**config.mk**
```make
export PLATFORM = sky130hd
export DESIGN_NAME = w_writeback
export DESIGN_NICKNAME = d
export VERILOG_FILES = /design/src/rtl/w_writeback.sv
export SDC_FILE = /design/constraint.sdc
export NUM_CORES = 1
export LEC_CHECK = 0
export ABC_CLOCK_PERIOD_IN_PS = 4100
export CORE_UTILIZATION = 25
export CTS_BUF_LIST = sky130_fd_sc_hd__clkbuf_2 sky130_fd_sc_hd__clkbuf_4 sky130_fd_sc_hd__clkbuf_8
export CTS_CLUSTER_DIAMETER = 50
export DETAILED_ROUTE_END_ITERATION = 7
export PLACE_DENSITY_LB_ADDON = 0.15
export REMOVE_ABC_BUFFERS = 1
export SLEW_MARGIN = 30
export SYNTH_ARGS = -nofsm -noshare
export SYNTH_HDL_FRONTEND = slang
export SYNTH_SLANG_ARGS = --single-unit
```
**constraint.sdc**
```tcl
create_clock -name clk -period 4.1 [get_ports clk]
set_clock_uncertainty 0.1 [all_clocks]
set_input_delay 0.82 -clock clk [delete_from_list [all_inputs] [get_ports clk]]
set_output_delay 0.82 -clock clk [all_outputs]
set_load 0.005 [all_outputs]
```
**src/rtl/w_writeback.sv**
```systemverilog
// Write-back stage: M/W pipeline register, load extraction, write-back select,
// misaligned-load detection and retired-instruction counting.

module w_load_ext (
  input  logic [31:0] word,
  input  logic [1:0]  off,
  input  logic [2:0]  loadop,
  output logic [31:0] data
);
  localparam logic [2:0] LD_B = 3'd1, LD_BU = 3'd2, LD_H = 3'd3, LD_HU = 3'd4;

  logic [7:0]  byte_sel;
  logic [15:0] half_sel;

  always_comb begin
    byte_sel = 8'h00;
    case (off)
      2'd0: byte_sel = word[7:0];
      2'd1: byte_sel = word[15:8];
      2'd2: byte_sel = word[23:16];
      2'd3: byte_sel = word[31:24];
      default: byte_sel = word[7:0];
    endcase
  end

  assign half_sel = off[1] ? word[31:16] : word[15:0];

  // Codes 5-7 fall into the default and behave as LW.
  always_comb begin
    data = word;
    case (loadop)
      LD_B:    data = {{24{byte_sel[7]}}, byte_sel};
      LD_BU:   data = {24'h0, byte_sel};
      LD_H:    data = {{16{half_sel[15]}}, half_sel};
      LD_HU:   data = {16'h0, half_sel};
      default: data = word;
    endcase
  end
endmodule

module w_writeback #(
  parameter logic [31:0] RESET_PC = 32'h0000_3000
) (
  input  logic        clk,
  input  logic        reset,
  input  logic        M_valid,
  input  logic        M_GRFwrite,
  input  logic [4:0]  M_WR,
  input  logic [31:0] M_ALUres,
  input  logic [31:0] M_DMdata,
  input  logic [2:0]  M_loadop,
  input  logic [1:0]  M_WDsel,
  input  logic [31:0] M_PC,
  output logic        GRFwrite,
  output logic [4:0]  WR,
  output logic [31:0] WD,
  output logic [31:0] W_PC,
  output logic        W_misalign,
  output logic [31:0] W_misalign_PC,
  output logic [31:0] W_instret
);
  localparam logic [2:0] LD_B = 3'd1, LD_BU = 3'd2, LD_H = 3'd3, LD_HU = 3'd4;
  localparam logic [1:0] WD_ALU = 2'd0, WD_DM = 2'd1, WD_PC8 = 2'd2;

  typedef struct packed {
    logic        grfwrite;
    logic        mis;
    logic [4:0]  wr;
    logic [31:0] alures;
    logic [31:0] dmdata;
    logic [2:0]  loadop;
    logic [1:0]  wdsel;
    logic [31:0] pc;
  } w_reg_t;

  w_reg_t      w_q, w_d;
  logic [1:0]  vld_pipe;
  logic        m_mis;
  logic        m_retire;
  logic        mis_q;
  logic [31:0] mis_pc_q;
  logic [31:0] instret_q;
  logic [31:0] ld_data;

  // Misalignment is decoded on the M side so the W flag, the suppressed write
  // and the retire count all land on the same edge as the capture.
  always_comb begin
    m_mis = 1'b0;
    if (M_valid && M_WDsel == WD_DM) begin
      case (M_loadop)
        LD_B, LD_BU: m_mis = 1'b0;
        LD_H, LD_HU: m_mis = M_ALUres[0];
        default:     m_mis = (M_ALUres[1:0] != 2'd0);
      endcase
    end
  end

  assign vld_pipe[0] = M_valid;
  assign m_retire    = M_valid && !m_mis;

  always_comb begin
    w_d          = '0;
    w_d.grfwrite = M_GRFwrite;
    w_d.mis      = m_mis;
    w_d.wr       = M_WR;
    w_d.alures   = M_ALUres;
    w_d.dmdata   = M_DMdata;
    w_d.loadop   = M_loadop;
    w_d.wdsel    = M_WDsel;
    w_d.pc       = M_PC;
  end

  always_ff @(posedge clk) begin
    if (reset) begin
      w_q         <= '0;
      w_q.pc      <= RESET_PC;
      vld_pipe[1] <= 1'b0;
      mis_q       <= 1'b0;
      mis_pc_q    <= '0;
      instret_q   <= '0;
    end else begin
      w_q         <= w_d;
      vld_pipe[1] <= vld_pipe[0];
      if (m_mis && !mis_q) begin
        mis_q    <= 1'b1;
        mis_pc_q <= M_PC;
      end
      if (m_retire) instret_q <= instret_q + 32'd1;
    end
  end

  w_load_ext u_ld (
    .word   (w_q.dmdata),
    .off    (w_q.alures[1:0]),
    .loadop (w_q.loadop),
    .data   (ld_data)
  );

  always_comb begin
    WD = w_q.alures;
    case (w_q.wdsel)
      WD_ALU:  WD = w_q.alures;
      WD_DM:   WD = ld_data;
      WD_PC8:  WD = w_q.pc + 32'd8;
      default: WD = w_q.alures;
    endcase
  end

  assign GRFwrite      = vld_pipe[1] && w_q.grfwrite && !w_q.mis;
  assign WR            = w_q.wr;
  assign W_PC          = w_q.pc;
  assign W_misalign    = mis_q;
  assign W_misalign_PC = mis_pc_q;
  assign W_instret     = instret_q;
endmodule

```
==> Yosys cells after proc, flatten, opt, wreduce, memory -nomap -nowiden <==
Cells that the tools add are included.
{ "classes": {"n_addsub": 2, "n_eq_ne": 14, "mux": 6, "reduce_logical": 12} }
{ "op_table": {"columns": ["op", "count"], "rows": [
  ["one-hot mux 32 bit (4 select lines)", 1],
  ["one-hot mux 32 bit (2 select lines)", 1],
  ["adder 32 x 1 -> 32 bit, second input constant", 1],
  ["adder 32 x 4 -> 32 bit, second input constant", 1],
  ["one-hot mux 8 bit (4 select lines)", 1],
  ["2-to-1 mux 16 bit", 1],
  ["== test 3 x 2 -> 1 bit, second input constant", 4],
  ["== test 2 x 1 -> 1 bit, second input constant", 3],
  ["== test 2 bit, second input constant", 3],
  ["== test 3 x 1 -> 1 bit, second input constant", 2],
  ["== test 3 bit, second input constant", 2],
  ["logical AND 1 bit", 5],
  ["OR reduction 2 bit", 2],
  ["zero test 1 bit", 3],
  ["zero test 2 bit", 1],
  ["one-hot mux 1 bit (2 select lines)", 1],
  ["nonzero test 2 bit", 1],
  ["2-to-1 mux 1 bit", 1]
]} }
{ "word_totals": {"ff_bits": 174, "inputBits": 110, "out_inout_bits": 135, "elab_cells": 46} }

==> Depth between registers and ports, before layout <==
Gate-level depths: netlist of run 1.
{ "logic_depth": {"depth_word": 6, "depth_mapped": 8, "mapped_depth_nobuf": 7} }

==> Modules after synthesis <==
A second synthesis of run 1 with hierarchy kept.
{ "unflattened": {"hier_cells": 867, "hier_area_um2": 7988.9} }
{ "modules_own_cells": {"columns": ["mod", "n_inst", "cells_per_inst", "area_each_um2", "seq_area_each_um2"], "rows": [
  ["w_writeback", 1, 768, 7105.6, 3483.3],
  ["w_load_ext", 1, 99, 883.3, 0.0]
]} }

==> Least setup slack after synthesis of run 1 <==
Ideal clock, no wire load.
{ "synth_path": {"path_type": "reg2out", "start": "register w_q[70] in the netlist's numbering", "end": "output WD[21]", "t_arrival_ns": 1.779, "t_required_ns": 3.180, "path_slack_ns": 1.401, "stages_incl_launch_ff": 7, "n_path_buf": 2, "path_cell_list": "dfxtp_1 clkbuf_1 mux4_2 nand2b_1 nand4b_1 buf_2 o221ai_1"} }
{ "synth_via": {"elab_chain_cells": 4, "word_cells_on_any_way": 8, "cone_classes": "3 x eq/ne; 4 x mux; 1 x reduce/logical"} }
{ "synth_lines": {"columns": ["item", "line_no", "rtl"], "rows": [
  ["start, declared", "76", "w_reg_t w_q, w_d;"],
  ["start signal, assigned", "122", "w_q <= w_d;"],
  ["== test 2 bit, or another cell as far along", "17", "case (off)"],
  ["one-hot mux 8 bit (4 select lines)", "17", null],
  ["one-hot mux 32 bit (4 select lines) (*)", "31", "case (loadop)"],
  ["one-hot mux 32 bit (2 select lines) (*)", "141", "case (w_q.wdsel)"],
  ["end, declared", "56", "output logic [31:0] WD,"]
]} }
Mark *: on every way between the ends. The rest lies on a longest branch, timed or not.

==> Worst setup path after layout of run 1 <==
{ "layout_path": {"start": "register w_q[35] in the netlist's numbering", "end": "output WD[3]"} }
{ "layout_via": {"elab_chain_cells": 3, "word_cells_on_any_way": 6, "cone_classes": "4 x eq/ne; 2 x mux"} }
{ "layout_lines": {"columns": ["item", "line_no"], "rows": [
  ["== test 3 bit, or another cell as far along", "31"],
  ["one-hot mux 32 bit (4 select lines) (*)", "31"],
  ["one-hot mux 32 bit (2 select lines) (*)", "141"]
]} }
Marked as above.

==> run_results.csv, run 1 <==
group,metric,value,unit
status,outcome,"finished clean",
yosys,synth_top_cells_by_area,"dfxtp_1 (44%), nor2b_1 (8.8%), nand2_1 (5.7%)",
setup_path,critical_path_class,"reg2out",
yosys,synthMostInstantiatedCell,"dfxtp_1",
global_routing,first_global_vias,6616,
floorplan,start_util,0.2536,
yosys,synth_cell_types,67,
floorplan,boundaryPins,245,
cts,cts_made_buffers,17,
cts,clk_latency,0.49,ns
setup_path,r2r_slack,1.85,ns
setup_path,cp-start-kind,"register",
power_and_ir_drop,vdd_drop_max,0.2142,mV
setup_path,crit_buf_inv,1,
floorplan,dieHeight,180.9,µm
sta,worst_slew_pin_slew,0.8682,ns
sta,finalSetupViolCount,0,
route,wl_per_cell,16.87,µm
route,drtPass1Iterations,5,
setup_path,path_delay_family,"compound AO/OA/AOI/OAI gates",
route,wl,25630,µm
sta,finalCritPeriodShare,0.9384,
sta,fmax,259.9,MHz
cts,cts_hold_buf,0,
setup_path,cp_slowest_cell,"dfxtp_1",
global_routing,grt_pass1_wl,39030,µm
global_routing,antenna_found_initial,5,
global_routing,grt-ovfl-total,0,
power_and_ir_drop,p_per_area,323.9,nW/µm²
placed_design,place_hpwl,18830,µm
yosys,avgSynthCellArea,8.773,µm²
placed_design,placedInstanceArea,10580,µm²
cts,htreeDepth,4,
yosys,ys_ff_latch,174,
yosys,yosysTopAreaCellShare,0.4353,
cts,root_buffer,"clkbuf_8",
global_routing,grt_use_total,0.1566,
global_routing,grt_max_degree,71,
setup_path,required,3.18,ns
yosys,syn_area,8001,µm²
cts,cts_max_path_buffers,2,
yosys,synth_commonest_cells,"dfxtp_1 (174), nand2_1 (121), nor2b_1 (113), nor2_1 (62), a21oi_1 (56)",
route,vias,6915,
cells_and_area,utilization,0.3493,
yosys,synth_edf_count,0,
yosys,ys.flop_type,"dfxtp_1",
floorplan,num_rows,65,
setup_path,critPathMaxStageDelay,0.68,ns
route,drc,0,
cells_and_area,nNetsFinal,1216,
job,maxCapViolations,0,
setup_path,cpMostUsedCell,"a21oi_1",
setup_path,cp_max_fo,14,
yosys,synth_top_cell_by_area,"dfxtp_1",
sta,min_period,3.847,ns
sta,hold_viol,0,
sta,finalMaxSlewViolations,0,
sta,grt_setup_unrepaired,"no",
route,viasPerCell,4.552,
setup_path,critPathCaptureType,"output port",
cts,clk_pin_slew,0.09,ns
yosys,syn_inst,912,
setup_path,path_cells,"nor2b_1, a21oi_1, a21oi_2, a22oi_1, a21oi_1, clkdlybuf4s50_1",
cells_and_area,drive_gt1_frac,0.07899,
cells_and_area,finalInstanceArea,11020,µm²
setup_path,cp.arrival,2.93,ns
floorplan,die_area,32720,µm²
cells_and_area,area_delta_synth_final,37.75,%
floorplan,fp.coreArea,31560,µm²
yosys,synth_warnings,0,
cts,numClockSinks,174,
route,drt_first_iter_violations,345,
placed_design,io_buffers,244,
worst_hold_path,min_path_type,"reg2reg",
sta,fin_setup_tns,0,ns
cts,cts_tree,"yes",
yosys,async_flop_share,0,
power_and_ir_drop,cellLeakagePower,3.754,nW
placed_design,finalWeightedCongestion,0.8835,
floorplan,die_w,180.9,µm
yosys,ys_seq_area_frac,0.4353,
route,postRouteAntennaNets,0,
sta,maxSlewHeadroom,0.4212,
kinds of logic after synthesis:
logic type | synth area share
fa+ha+maj | 0.006255
xor+xnor | 0.06130
simple gates | 0.2608
flops | 0.4353
mux | 0.01704
buf+inv | 0.07287
compound gates | 0.1464
flip-flops by register name, indices dropped and copies added, names as in the netlist:
signal	cells
W_instret	32
WR	5
W_misalign_PC	32
W_PC	32
w_q	71
W_misalign	1
vld_pipe	1
where the power goes:
| group | switching, W | leakage, nW | total, W | internal [W] |
|---|---|---|---|---|
| clock | 0.000663 | 0.187 | 0.00122 | 0.000555 |
| combinational | 0.000236 | 2.13 | 0.000534 | 0.000298 |
| sequential | 0.0000621 | 1.43 | 0.00182 | 0.00176 |
worst min-delay path: stages (launching register included):
cell and delay (ns):
dfxtp_1 0.32, nand2_1 0.05, a21oi_1 0.05
final timing paths:
kind | from | endpoint | depth (start not counted)
setup / recovery | w_q[35]$_SDFF_PP0_ | WD[3] | 6
hold / removal | W_misalign_PC[2]$_SDFFE_PP0P_ | W_misalign_PC[2]$_SDFFE_PP0P_ | 2
setup reg to reg | W_instret[0]$_SDFFE_PP0P_ | W_instret[16]$_SDFFE_PP0P_ | 6
hold reg to reg | W_misalign_PC[2]$_SDFFE_PP0P_ | W_misalign_PC[2]$_SDFFE_PP0P_ | 2
layout make-up:
type	instances	area [µm²]
Antenna cell	3	7.507
Fill cell	3297	20530
Clock inverter	13	140.1
Timing Repair Buffer	262	2591
Sequential cell	174	3485
Tap cell	402	503.0
Inverter	18	67.56
Clock buffer	18	247.7
Multi-Input combinational cell	629	3980
per-layer routing:
metal  routed length [µm]  vias up  track usage
li1                     -     3470            -
met1                11930     3228       0.2045
met2                11700      187       0.2437
met3                 1649       26      0.04717
met4                  327        4      0.05402
met5                   22        -            0
through the flow:
| stage | cells | hold WS (ns) | setup WS, ns | total power (W) |
|---|---|---|---|---|
| 3_3_place_gp | 1484 | 0.3420 | 0.3779 | 0.002396 |
| 4_1_cts | 1515 | 0.3595 | 0.005782 | 0.003639 |
| 5_1_grt | 1518 | 0.3805 | 0.02526 | 0.003771 |
| 3_5_place_dp | 1484 | 0.3464 | 0.3779 | 0.002394 |
| 2_1_floorplan | 821 | 0.3467 | 0.6227 | 0.002035 |
| 6_report | 1519 | 0.3567 | 0.2526 | 0.003570 |
what timing repair did:
action	in CTS	in global routing
endpoints found under the hold margin	0	0
setup buffers	0	1
pin swaps	0	1
resized for setup	4	5
endpoints found under the setup margin	7	16
layout by cell type (no fill, tap or decap), drive strengths merged, types with 3 or more instances in the layout:
| master | synthesis | routed |
|---|---|---|
| clkinvlp | 0 | 4 |
| nand3 | 22 | 22 |
| a21o | 3 | 3 |
| a211oi | 15 | 15 |
| xor2 | 19 | 19 |
| and4 | 5 | 5 |
| a32oi | 3 | 3 |
| nor2 | 62 | 62 |
| ha | 4 | 4 |
| dfxtp | 174 | 174 |
| buf | 51 | 19 |
| or3 | 3 | 3 |
| clkbuf | 39 | 18 |
| clkinv | 0 | 5 |
| o21ai | 15 | 15 |
| xnor2 | 37 | 37 |
| mux2i | 8 | 8 |
| a31oi | 4 | 4 |
| nand2 | 121 | 121 |
| a22oi | 5 | 5 |
| nand4 | 20 | 20 |
| inv | 18 | 20 |
| nor3b | 6 | 6 |
| diode | 0 | 3 |
| a2111oi | 12 | 12 |
| and3 | 13 | 13 |
| o221ai | 20 | 20 |
| o211ai | 11 | 11 |
| and2 | 7 | 7 |
| nor3 | 7 | 7 |
| nand2b | 3 | 3 |
| nor4b | 3 | 3 |
| mux2 | 3 | 3 |
| o21ba | 3 | 3 |
| a21oi | 56 | 56 |
| clkdlybuf4s50 | 0 | 243 |
| a221oi | 3 | 3 |
| nor2b | 113 | 113 |
No activity file was read; power rests on OpenSTA's default activity.
==> run 2, diff against run 1 <==
- PLACE_DENSITY_LB_ADDON: 0.15 -> 0.25
==> run 2 against run 1 <==
Non-clock buffer count is 2 lower. Combinational power hardly changed. Highest routed layer unchanged. Via count is 2.3% higher.
==> run_results.csv, run 2 (synthesis gave the netlist of run 1 again) <==
group,metric,value,unit
status,outcome,"finished clean",
worst_hold_path,whs_path_depth,2,
global_routing,grt-ovfl-total,0,
route,drtPass1Iterations,5,
cells_and_area,seqCellArea,3483,µm²
cts,clk_latency,0.49,ns
setup_path,cp_slowest_cell,"clkdlybuf4s50_1",
worst_hold_path,min_path_type,"reg2reg",
sta,fmax,258.0,MHz
setup_path,critPathCaptureType,"output port",
route,wl_met2,11760,µm
sta,finalMaxSlewViolations,0,
cells_and_area,multi_input_area,3985,µm²
power_and_ir_drop,p_per_area,326.8,nW/µm²
floorplan,num_rows,65,
floorplan,fp.coreArea,31560,µm²
route,drt-met1-wl,11700,µm
cells_and_area,layout_common_cells,"clkdlybuf4s50_1 (243), dfxtp_1 (174), nand2_1 (121)",
sta,min_period,3.875,ns
floorplan,die_w,180.9,µm
cts,cts_made_buffers,17,
cells_and_area,utilization,0.3495,
global_routing,grt_use_total,0.1561,
sta,hold_viol,0,
route,viasPerCell,4.662,
route,drc,0,
route,highest_layer,"met5",
setup_path,r2r_end,"W_instret[17]$_SDFFE_PP0P_",
setup_path,cp_max_fo,25,
sta,fin_setup_tns,0,ns
cts,htreeDepth,4,
route,drt_first_iter_violations,406,
cts,numClockSinks,174,
sta,finalSetupViolCount,0,
cells_and_area,area_delta_synth_final,37.84,%
cells_and_area,drive_gt1_frac,0.07637,
setup_path,crit_start,"w_q[70]$_SDFF_PP0_",
worst_hold_path,min_from,"W_misalign_PC[24]$_SDFFE_PP0P_",
sta,finalCritPeriodShare,0.9452,
placed_design,io_buffers,244,
global_routing,grt_max_degree,108,
power_and_ir_drop,vdd_drop_max,0.3017,mV
setup_path,cp-start-kind,"register",
cells_and_area,nNetsFinal,1214,
cells_and_area,fillers,3314,
setup_path,cp.arrival,2.96,ns
setup_path,r2r_slack,1.90,ns
route,vias,7077,
route,dr_wl_met3,1780,µm
sta,grt_setup_unrepaired,"no",
power_and_ir_drop,p_total,0.003605,W
setup_path,critPathMaxStageDelay,0.49,ns
job,maxCapViolations,0,
route,wl_per_cell,16.96,µm
placed_design,finalWeightedCongestion,0.8681,
sta,maxSlewHeadroom,0.5008,
cells_and_area,largest_reg_flops,71,
cells_and_area,regMostFlops,"w_q",
power_and_ir_drop,cellLeakagePower,3.752,nW
global_routing,grt_pass1_wl,38740,µm
setup_path,critical_path_class,"reg2out",
floorplan,dieHeight,180.9,µm
cells_and_area,final_common_cell,"clkdlybuf4s50_1",
setup_path,path_cells,"buf_4, nor4bb_1, o22ai_2, a22oi_1, a21oi_1, clkdlybuf4s50_1",
cts,root_buffer,"clkbuf_8",
sta,worst_slew_pin_slew,0.7487,ns
cts,cts_tree,"yes",
setup_path,required,3.18,ns
worst_hold_path,min_to,"W_misalign_PC[24]$_SDFFE_PP0P_",
placed_design,place_hpwl,18690,µm
setup_path,timing.rr.start,"W_instret[2]$_SDFFE_PP0P_",
route,postRouteAntennaNets,0,
setup_path,rr_worst_depth,5,
global_routing,antenna_found_initial,6,
floorplan,die_area,32720,µm²
floorplan,boundaryPins,245,
cts,cts_max_path_buffers,2,
floorplan,start_util,0.2536,
route,wl,25740,µm
cts,clk_pin_slew,0.09,ns
global_routing,first_global_vias,6526,
==> run 2: changes by cell type in the layout (fill, tap and decap cells not counted), sizes merged <==
cell    change
inv         +1
buf         -2
clkinv      -2
clkbuf      +2
==> run 2: how the worst max path moves through the flow <==
stage	slack [ns]	endpoint
detailed placement	0.59	WD[8]
global route	0.02	WD[1]
CTS	0.03	WD[8]
global placement	0.58	WD[8]
floorplan	0.62	W_misalign_PC[0]$_SDFFE_PP0P_
finish	0.22	WD[3]
==> run 2: layer usage <==
layer,vias up,global-route usage
met5,-,0
met4,4,0.05504
met3,30,0.05019
met2,213,0.2420
met1,3356,0.2022
li1,3474,-
==> run 2: critical path, delay by kind of cell, from the launching register on <==
kind / cells / cell delay, ns
buf+inv: 2 / 0.82
simple gates: 1 / 0.48
flops: 1 / 0.41
compound gates: 3 / 0.78
==> run 2: power breakdown <==
group | switching, W | total, W | internal, W
Clock | 0.000686 | 0.00125 | 0.000568
Combinational | 0.000238 | 0.000537 | 0.000299
Sequential | 0.0000587 | 0.00181 | 0.00176
==> run 2: timing repair <==
item,CTS,global route
hold endpoints to repair,0,0
gates resized for setup,0,7
setup endpoints to repair,0,12
hold buffers,0,0
setup buffers,0,0
==> run 2: stage by stage <==
step | hold WS, ns | cells | cell area, µm² | setup slack [ns]
floorplan | 0.3467 | 821 | 7486 | 0.6227
global placement | 0.3420 | 1483 | 10590 | 0.5831
detailed placement | 0.3463 | 1483 | 10590 | 0.5878
CTS | 0.3596 | 1515 | 10980 | 0.02709
global route | 0.3778 | 1516 | 11020 | 0.01739
finish | 0.3562 | 1518 | 11030 | 0.2246
==> run 2: layout make-up <==
type                       instances  share of cell area
inverter                          18            0.006126
tap                              402             0.04560
timing repair buffer             260              0.2347
clock inverter                    12             0.01248
multi-input combinational        629              0.3613
antenna                            3           0.0006807
sequential                       174              0.3158
clock buffer                      20             0.02326
==> run 3, diff against run 2 <==
- CORE_UTILIZATION: 25 -> 52
==> run 3 against run 2 <==
Final cell count decreased by 15%. Non-clock buffer count decreased by 1. Global-route usage increased by 13 points. Via count increased by 0.44%. Setup slack got worse by 0.036 ns. Die area decreased by 51%. Clock power increased by 3%. Clock-buffer cell count decreased by 2. Final area decreased by 2.7%. Sequential power about the same. First-iteration DRC count increased by 32%. Flip-flop and latch count unchanged. Largest power group unchanged. Highest routed layer is now met4.
==> run_results.csv, run 3 (synthesis gave the netlist of run 1 again) <==
group,metric,value,unit
global_routing,grt_max_degree,68,
power_and_ir_drop,vdd_drop_max,0.3613,mV
cells_and_area,final_common_cell,"clkdlybuf4s50_1",
floorplan,boundaryPins,245,
route,highest_layer,"met4",
worst_hold_path,min_path_type,"reg2reg",
setup_path,critPathCaptureType,"output port",
route,wl,22640,µm
route,vias,7108,
cts,cts_tree,"yes",
setup_path,cp-start-kind,"register",
placed_design,finalWeightedCongestion,0.8914,
floorplan,dieHeight,126.0,µm
route,drc,0,
route,drtPass1Iterations,6,
sta,finalSetupViolCount,0,
cells_and_area,nNetsFinal,1213,
cts,cts_max_path_buffers,2,
floorplan,num_rows,44,
status,outcome,"finished clean",
cts,root_buffer,"clkbuf_8",
cells_and_area,drive_gt1_frac,0.07104,
sta,finalCritPeriodShare,0.9540,
global_routing,antenna_found_initial,0,
route,wl_met2,10590,µm
sta,min_period,3.912,ns
worst_hold_path,min_to,"W_misalign_PC[2]$_SDFFE_PP0P_",
route,drt-met1-wl,9437,µm
setup_path,r2r_slack,1.96,ns
placed_design,placedInstanceArea,10290,µm²
setup_path,required,3.18,ns
placed_design,io_buffers,244,
job,maxCapViolations,0,
worst_hold_path,min_from,"W_misalign_PC[2]$_SDFFE_PP0P_",
cells_and_area,area_delta_synth_final,34.14,%
global_routing,grt-ovfl-total,0,
sta,finalMaxSlewViolations,0,
power_and_ir_drop,swShare,0.2606,
floorplan,die_area,15890,µm²
setup_path,cp_max_fo,10,
cells_and_area,layout_common_cells,"clkdlybuf4s50_1 (243), dfxtp_1 (173), nand2_1 (121)",
placed_design,dpl.cell_count,1264,
power_and_ir_drop,internal-power,0.002686,W
sta,worst_slew_pin_slew,0.6139,ns
cts,cts_made_buffers,17,
cells_and_area,largest_reg_flops,71,
floorplan,die_w,126.0,µm
global_routing,grt_pass1_wl,35620,µm
cells_and_area,diodes,0,
setup_path,r2r_end,"W_instret[25]$_SDFFE_PP0P_",
worst_hold_path,whs_path_depth,2,
route,viasPerCell,5.485,
power_and_ir_drop,p_total,0.003632,W
route,wl_per_cell,17.47,µm
route,postRouteAntennaNets,0,
power_and_ir_drop,cellLeakagePower,3.777,nW
floorplan,fp.coreArea,14750,µm²
route,drt_first_iter_violations,534,
cts,numClockSinks,174,
setup_path,rr_worst_depth,5,
power_and_ir_drop,p_clk_frac,0.355,
cells_and_area,finalInstanceArea,10730,µm²
cells_and_area,instances_no_fill,1296,
setup_path,critical_path_class,"reg2out",
cts,htreeDepth,4,
placed_design,place_hpwl,16240,µm
cts,clk_pin_slew,0.10,ns
power_and_ir_drop,p_switching,0.0009464,W
power_and_ir_drop,p_per_area,338.4,nW/µm²
sta,fin_setup_tns,0,ns
cts,cts-resized-gates,0,
power_and_ir_drop,p_comb_frac,0.145,
cells_and_area,regMostFlops,"w_q",
cts,clk_latency,0.46,ns
cts,cts_setup_buffers,0,
setup_path,cp.arrival,2.99,ns
global_routing,grt_use_total,0.2872,
cts,cts_hold_buf,0,
sta,maxSlewHeadroom,0.5876,
route,dr_wl_met3,2003,µm
setup_path,timing.rr.start,"W_instret[9]$_SDFFE_PP0P_",
floorplan,start_util,0.5423,
sta,grt_setup_unrepaired,"no",
sta,fmax,255.7,MHz
power_and_ir_drop,seqPwrFrac,0.500,
sta,hold_viol,0,
global_routing,first_global_vias,6806,
run 3: worst max-delay path by stage:
stage / startpoint / endpoint / depth (start not counted)
after floorplan: M_loadop[2] / W_misalign_PC[0]$_SDFFE_PP0P_ / 5
final: W_PC[3]$_SDFF_PP0_ / WD[27] / 7
after global routing: w_q[34]$_SDFF_PP0_ / WD[17] / 7
after detailed placement: W_PC[3]$_SDFF_PP0_ / WD[21] / 7
after global placement: W_PC[3]$_SDFF_PP0_ / WD[21] / 7
after CTS: W_PC[3]$_SDFF_PP0_ / WD[27] / 7
run 3: power groups by stage:
stage / clock [W] / combinational, W / sequential (W)
floorplan: 0 / 0.000195 / 0.00184
global placement: 0 / 0.000515 / 0.00185
detailed placement: 0 / 0.000520 / 0.00185
CTS: 0.00130 / 0.000525 / 0.00181
global route: 0.00138 / 0.000570 / 0.00182
finish: 0.00129 / 0.000525 / 0.00182
run 3: routing by layer:
metal / GRT usage / vias to the layer above
met2: 0.4651 / 288
met1: 0.3540 / 3321
met4: 0.09851 / 0
met3: 0.1011 / 36
met5: 0 / -
li1: - / 3463
run 3: worst max-delay path, cell delays in order, from the launching register on:
cell	delay, ns
dfxtp_1	0.39
ha_1	0.22
and2_1	0.24
nor3b_4	0.53
nand4_1	0.19
xor2_1	0.18
o221ai_1	0.23
clkdlybuf4s50_1	0.56
run 3: area by class of cell:
type / instances / area, µm²
Sequential cell: 174 / 3485
Clock buffer: 18 / 247.7
Clock inverter: 14 / 180.2
Multi-Input combinational cell: 629 / 3958
Fill cell: 1133 / 4021
Inverter: 18 / 67.56
Timing Repair Buffer: 259 / 2565
Tap cell: 184 / 230.2
run 3: metrics by stage:
step | hold slack [ns] | utilization | worst slack [ns]
CTS | 0.3591 | 0.7263 | 0.01067
detailed placement | 0.3457 | 0.6973 | 0.5802
global route | 0.3761 | 0.7274 | 0.01365
floorplan | 0.3467 | - | 0.6227
global placement | 0.3408 | 0.6973 | 0.6362
finish | 0.3580 | 0.7274 | 0.1885
